[config.mk]
export PLATFORM = sky130hd
export DESIGN_NAME = mc_control_unit
export DESIGN_NICKNAME = d
export VERILOG_FILES = /design/src/rtl/ctrl_pkg.sv /design/src/rtl/ctrl_decode.sv /design/src/rtl/mc_control_unit.sv
export SDC_FILE = /design/constraint.sdc
export NUM_CORES = 1
export LEC_CHECK = 0
export ABC_AREA = 1
export BUFFER_PORTS_ARGS = -buffer_cell sky130_fd_sc_hd__buf_2
export CAP_MARGIN = 15
export CORE_MARGIN = 2
export CORE_UTILIZATION = 41
export CTS_CLUSTER_SIZE = 25
export DETAILED_ROUTE_END_ITERATION = 8
export GPL_ROUTABILITY_DRIVEN = 0
export HOLD_SLACK_MARGIN = 0.06
export PLACE_DENSITY = 0.63
export SYNTH_ARGS = -nofsm -noshare
export SYNTH_HDL_FRONTEND = slang
export SYNTH_SLANG_ARGS = --single-unit
[constraint.sdc]
create_clock -name clk -period 2.3 [get_ports clk]
set_clock_uncertainty 0.2 [all_clocks]
set_input_delay 0.345 -clock clk [delete_from_list [all_inputs] [get_ports clk]]
set_output_delay 0.345 -clock clk [all_outputs]
set_load 0.03 [all_outputs]
[src/rtl/ctrl_pkg.sv]
// Shared definitions for the multi-cycle control unit: opcodes, control bus bit
// positions, FSM state encoding, opcode groups and ALU operation codes.
package ctrl_pkg;

  localparam int OP_R     = 0;
  localparam int OP_J     = 2;
  localparam int OP_JAL   = 3;
  localparam int OP_BEQ   = 4;
  localparam int OP_BNE   = 5;
  localparam int OP_ADDI  = 8;
  localparam int OP_ADDIU = 9;
  localparam int OP_SLTI  = 10;
  localparam int OP_SLTIU = 11;
  localparam int OP_ANDI  = 12;
  localparam int OP_ORI   = 13;
  localparam int OP_LUI   = 15;
  localparam int OP_LW    = 35;
  localparam int OP_SW    = 43;

  localparam int B_REG_DEST   = 0;
  localparam int B_JUMP       = 1;
  localparam int B_BEQ        = 2;
  localparam int B_BNE        = 3;
  localparam int B_MEM_WRITE  = 4;
  localparam int B_MEM_READ   = 5;
  localparam int B_ALU_OP0    = 6;
  localparam int B_ALU_OP1    = 7;
  localparam int B_MEM_TO_REG = 8;
  localparam int B_WRITE_REG  = 9;
  localparam int B_ALU_SRC    = 10;
  localparam int B_LUI        = 11;

  // Values for ctrl[7:6]; the datapath reads alu_op as the pair "op0 op1",
  // so R-type "10" sets bit 6 and branch "01" sets bit 7.
  localparam logic [1:0] ALUOP_LS = 2'b00;
  localparam logic [1:0] ALUOP_R  = 2'b01;
  localparam logic [1:0] ALUOP_BR = 2'b10;
  localparam logic [1:0] ALUOP_I  = 2'b11;

  localparam logic [3:0] ALU_AND = 4'd0;
  localparam logic [3:0] ALU_OR  = 4'd1;
  localparam logic [3:0] ALU_ADD = 4'd2;
  localparam logic [3:0] ALU_SLT = 4'd7;

  typedef enum logic [2:0] {
    S_FETCH  = 3'd0,
    S_DECODE = 3'd1,
    S_EXEC   = 3'd2,
    S_MEM    = 3'd3,
    S_WB     = 3'd4
  } state_t;

  typedef enum logic [3:0] {
    G_R, G_LW, G_SW, G_BEQ, G_BNE, G_ADD, G_SLT, G_AND, G_OR,
    G_LUI, G_J, G_JAL, G_ILL
  } grp_t;

  function automatic grp_t op_group(input int op);
    case (op)
      OP_R:               return G_R;
      OP_LW:              return G_LW;
      OP_SW:              return G_SW;
      OP_BEQ:             return G_BEQ;
      OP_BNE:             return G_BNE;
      OP_ADDI, OP_ADDIU:  return G_ADD;
      OP_SLTI, OP_SLTIU:  return G_SLT;
      OP_ANDI:            return G_AND;
      OP_ORI:             return G_OR;
      OP_LUI:             return G_LUI;
      OP_J:               return G_J;
      OP_JAL:             return G_JAL;
      default:            return G_ILL;
    endcase
  endfunction

endpackage

[src/rtl/ctrl_decode.sv]
// Combinational map of (latched opcode, state) to the control bus, I-type ALU
// operation and link flag; also exposes the opcode group to the FSM.
module ctrl_decode
  import ctrl_pkg::*;
#(
  parameter int OPCODE_W = 6
) (
  input  logic [OPCODE_W-1:0] op_q,
  input  state_t              st,
  output logic [11:0]         ctrl,
  output logic [3:0]          i_op,
  output logic                link,
  output grp_t                grp
);

  logic [11:0] exe;
  logic [3:0]  iop;

  always_comb begin
    grp  = op_group(int'(op_q));
    exe  = '0;
    iop  = '0;
    ctrl = '0;
    i_op = '0;
    link = 1'b0;

    case (grp)
      G_R: begin
        exe[B_REG_DEST] = 1'b1;
        exe[B_ALU_OP1:B_ALU_OP0] = ALUOP_R;
      end
      G_LW, G_SW: begin
        exe[B_ALU_SRC] = 1'b1;
        exe[B_ALU_OP1:B_ALU_OP0] = ALUOP_LS;
      end
      G_BEQ: begin
        exe[B_BEQ] = 1'b1;
        exe[B_ALU_OP1:B_ALU_OP0] = ALUOP_BR;
      end
      G_BNE: begin
        exe[B_BNE] = 1'b1;
        exe[B_ALU_OP1:B_ALU_OP0] = ALUOP_BR;
      end
      G_ADD, G_SLT, G_AND, G_OR: begin
        exe[B_ALU_SRC] = 1'b1;
        exe[B_ALU_OP1:B_ALU_OP0] = ALUOP_I;
        iop = (grp == G_ADD) ? ALU_ADD :
              (grp == G_SLT) ? ALU_SLT :
              (grp == G_AND) ? ALU_AND : ALU_OR;
      end
      G_LUI: begin
        exe[B_ALU_SRC] = 1'b1;
        exe[B_LUI]     = 1'b1;
      end
      G_J, G_JAL: exe[B_JUMP] = 1'b1;
      default: exe = '0;
    endcase

    case (st)
      S_FETCH: ctrl[B_MEM_READ] = 1'b1;
      S_EXEC: begin
        ctrl = exe;
        i_op = iop;
      end
      S_MEM: begin
        if (grp == G_LW) begin
          ctrl[B_MEM_READ] = 1'b1;
          ctrl[B_ALU_SRC]  = 1'b1;
        end else if (grp == G_SW) begin
          ctrl[B_MEM_WRITE] = 1'b1;
          ctrl[B_ALU_SRC]   = 1'b1;
        end
      end
      S_WB: begin
        ctrl = exe;
        ctrl[B_WRITE_REG] = 1'b1;
        i_op = iop;
        if (grp == G_LW) ctrl[B_MEM_TO_REG] = 1'b1;
        if (grp == G_JAL) begin
          ctrl[B_JUMP] = 1'b0;
          link = 1'b1;
        end
      end
      default: ctrl = '0;
    endcase
  end

endmodule

[src/rtl/mc_control_unit.sv]
// Multi-cycle MIPS control FSM (FETCH/DECODE/EXEC/MEM/WB) with memory ack wait,
// stall freeze, bounded memory timeout and illegal-opcode detection.
module mc_control_unit
  import ctrl_pkg::*;
#(
  parameter int OPCODE_W    = 6,
  parameter int MEM_TIMEOUT = 15,
  parameter int TO_W        = 4
) (
  input  logic                clk,
  input  logic                rst,
  input  logic [OPCODE_W-1:0] opcode,
  input  logic                mem_ack,
  input  logic                stall,
  output logic [11:0]         ctrl,
  output logic [3:0]          i_op,
  output logic                link,
  output logic                ir_write,
  output logic                pc_write,
  output logic                illegal,
  output logic                bus_err,
  output logic                retire,
  output logic [2:0]          state
);

  state_t              cur;
  logic [OPCODE_W-1:0] op_q;
  logic [TO_W-1:0]     cnt;
  grp_t                grp;
  logic                active;
  logic                waiting;
  logic                tmo;

  ctrl_decode #(.OPCODE_W(OPCODE_W)) u_decode (
    .op_q (op_q),
    .st   (cur),
    .ctrl (ctrl),
    .i_op (i_op),
    .link (link),
    .grp  (grp)
  );

  assign state   = cur;
  assign active  = rst && !stall;
  assign waiting = (cur == S_FETCH || cur == S_MEM) && !mem_ack;
  // An ack in the same cycle wins over the timeout because waiting excludes it.
  assign tmo     = waiting && (MEM_TIMEOUT != 0) && (cnt == TO_W'(MEM_TIMEOUT));

  always_comb begin
    ir_write = active && cur == S_FETCH && mem_ack;
    pc_write = ir_write || (active && cur == S_EXEC && (grp == G_J || grp == G_JAL));
    illegal  = active && cur == S_DECODE && op_group(int'(opcode)) == G_ILL;
    bus_err  = active && tmo;
    retire   = illegal ||
               (active && ((cur == S_EXEC && (grp == G_BEQ || grp == G_BNE || grp == G_J)) ||
                           (cur == S_MEM && grp == G_SW && mem_ack) ||
                           cur == S_WB));
  end

  always_ff @(posedge clk) begin
    if (!rst) begin
      cur  <= S_FETCH;
      op_q <= '0;
      cnt  <= '0;
    end else if (!stall) begin
      cnt <= '0;
      if (waiting && !tmo && MEM_TIMEOUT != 0) cnt <= cnt + 1'b1;
      case (cur)
        S_FETCH: begin
          if (mem_ack) cur <= S_DECODE;
          else if (tmo) cur <= S_FETCH;
        end
        S_DECODE: begin
          if (op_group(int'(opcode)) == G_ILL) begin
            cur <= S_FETCH;
          end else begin
            cur  <= S_EXEC;
            op_q <= opcode;
          end
        end
        S_EXEC: begin
          case (grp)
            G_LW, G_SW:         cur <= S_MEM;
            G_BEQ, G_BNE, G_J:  cur <= S_FETCH;
            G_ILL:              cur <= S_FETCH;
            default:            cur <= S_WB;
          endcase
        end
        S_MEM: begin
          if (mem_ack) cur <= (grp == G_LW) ? S_WB : S_FETCH;
          else if (tmo) cur <= S_FETCH;
        end
        default: cur <= S_FETCH;
      endcase
    end
  end

endmodule

==> results by group <==
Timing
  • Maximum clock rate: 449 MHz
  • Post-route minimum period: 2.23 ns
  • Final Max Slew Viols: 0
  • Final Cycle Share: 96.9%
  • Setup Viol. Count Final: 0
  • RSZ-0062 raised after global routing: true
  • Final TNS setup: 0 ns
  • Final Hold Vio Count: 0
  • Final WS setup: 0.0705 ns

Synth
  • Ys Warns: 0
  • Synth Register Bits: 17
  • Cell Area, Synth: 1400 um^2
  • Synth cell types: 36
  • Sequential area share after synthesis: 24.4%
  • Post-Syn Nets: 244
  • Synth Instances: 229
  • Synthesized area per cell: 6.09 um^2

Hold path
  • Hold depth: 2
  • Type of the tightest min-delay check: in2reg
  • Hold_sp: stall
  • Hold Path End: cnt[1]

Power and ir drop
  • Pleak: 1.00 nW
  • Worst vdd ir: 0.171 mV
  • Power Density: 311 nW/um^2

Place
  • IO Port Bufs: 33
  • Dpl cell area: 1790 um^2
  • DP HPWL: 2720 um
  • DP Worst Slack: -0.207 ns

CTS
  • H-tree Lvls: 1
  • Clk root buf: clkbuf_4
  • CTS Buffer Depth: 2
  • Total CTS buffers: 3
  • Clock Pin Slew Worst Setup and Hold Paths: 0.11 ns
  • Sink Count: 17
  • CTS tree: yes
  • Skew-Pair Late Insertion Delay: 0.30 ns
  • Hold-fix buffer count after cts: 0

Finish
  • Fillers: 323
  • Most frequent cells in the layout: 46 x nand2_1, 41 x inv_1, 29 x buf_4
  • Area Growth Syn to Fin: 46.3%
  • Layout cells sized above 1: 40.4%
  • Final core utilization: 61.6%
  • Most common cell after layout, fill and taps aside: nand2_1
  • Final net count: 308
  • Area of the multi-input gates: 986 um^2
  • N_diodes: 0
  • Area taken by flip-flops and latches: 354 um^2
  • Fin area: 2040 um^2

Global routing
  • Total GRT Usage: 18.3%
  • First-pass GRT wire length: 5950 um
  • Largest net degree at the start of global routing: 11
  • Remaining Overflow, GRT: 0
  • Antenna violations before repair: 0
  • Vias in the first global route: 1,442

Detailed routing
  • Vias: 1,632
  • DR vias/cell: 4.83
  • Post-route DRC: 0
  • Routed length per instance: 10.9 um
  • Final WL: 3670 um
  • Post-route ant nets: 0
  • DR iter-0 viols: 71
  • Drt pass-1 iters: 5

Die
  • Die width: 62.3 um
  • Die area: 3890 um^2
  • Num ports: 35
  • Row cnt: 21
  • Die Height: 62.3 um
  • Core area: 3310 um^2
  • Initial core utilization: 42.1%

Outcome
  • Status: complete, no violations

Critical path
  • Maximum net fanout on the critical path: 6
  • WP data arrival: 1.68 ns
  • Crit end category: output port
  • R2R setup slack: 0.13 ns
  • CP startpoint kind: flop
  • R2R Path End: u_decode.grp[3]
  • Critical R2R Launch: state[1]
  • Critical Path RT: 1.75 ns
  • Crit Path Category: reg2out
  • Cells on worst reg2reg path: 11

Job
  • Max-Cap Viols: 0
[synthesized netlist by cell type, drive strengths merged]
cell type  count  share of area, %
a2111oi        1               1.1
a211oi         2               1.1
a21boi         1              0.54
a21oi         13               4.9
a221oi         1              0.63
a31oi          1              0.45
buf            3               2.2
clkbuf         1              0.54
conb           1              0.27
dfxtp         17                24
ha             5               4.5
inv           50                13
nand2         52                15
nand3         16               6.1
nand3b         1              0.54
nand4          2               2.0
nor2          31               9.2
nor3          13               5.8
nor3b          1              0.54
nor4           2              0.90
o21ai          9               3.2
o22ai          3               1.3
o31ai          1              0.54
o32ai          1              0.63
or2            1              0.45
[what timing repair did]
action / 4_1_cts / 5_1_grt
resized for setup: 9 / 39
setup buffers: 0 / 8
pin swaps: 0 / 17
setup endpoints to repair: 11 / 17
gates cloned: 0 / 0
[worst max-delay path, stage by stage (launching register included)]
cell and delay [ns]:
dfxtp_2 0.40, nor2_1 0.06, inv_1 0.08, nor2_1 0.05, a31oi_2 0.19, o21ai_2 0.10
a221oi_2 0.26, a21oi_2 0.08, buf_4 0.17
[registers in the layout, summed over array words and instances, names as in the netlist]
name	flops
op_q	6
cnt	4
u_decode.grp	4
state	3
[final cells by class]
class	instances	share of cell area, %
inverters	50	9.32
clock buffers	3	1.10
repair buffers	63	20.8
well taps	46	2.82
clock inverters	1	0.245
multi-input cells	158	48.3
flip-flops and latches	17	17.4
[where the power goes]
group,internal (W),switching [W]
combinational,0.0000621,0.000100
clock,0.0000648,0.0000985
sequential,0.000300,0.00000895
[worst max-delay path by stage]
| stage | start | to | slack, ns | depth (start not counted) |
|---|---|---|---|---|
| floorplan | state[2] | ctrl[10] | -0.16 | 8 |
| global placement | opcode[0] | u_decode.grp[0] | -0.16 | 20 |
| detailed placement | opcode[0] | u_decode.grp[0] | -0.21 | 20 |
| CTS | state[1] | ctrl[10] | 0.0008 | 9 |
| global route | u_decode.grp[2] | retire | -0.07 | 8 |
| finish | u_decode.grp[2] | retire | 0.07 | 8 |
[logic make-up after synthesis]
group / synth area share (%)
simple gates: 40.3
buf+inv: 16.1
compound gates: 14.4
flops: 24.4
fa+ha+maj: 4.48
other cells: 0.269
[per-stage QoR]
| stage | total power [W] | cells | hold WS (ns) |
|---|---|---|---|
| floorplan | 0.000411 | 229 | 0.236 |
| global placement | 0.000459 | 326 | 0.290 |
| detailed placement | 0.000459 | 326 | 0.298 |
| CTS | 0.000624 | 330 | 0.144 |
| global route | 0.000674 | 338 | 0.152 |
| finish | 0.000635 | 338 | 0.152 |
[metal layers]
layer | vias up | track usage, % | wire (um)
li1 | 858 | - | -
met1 | 735 | 22.1 | 1650
met2 | 33 | 33.0 | 1830
met3 | 6 | 3.80 | 141
met4 | 0 | 5.00 | 46
met5 | - | 0 | 0
Note: power is estimated with default switching activity, not from simulation.
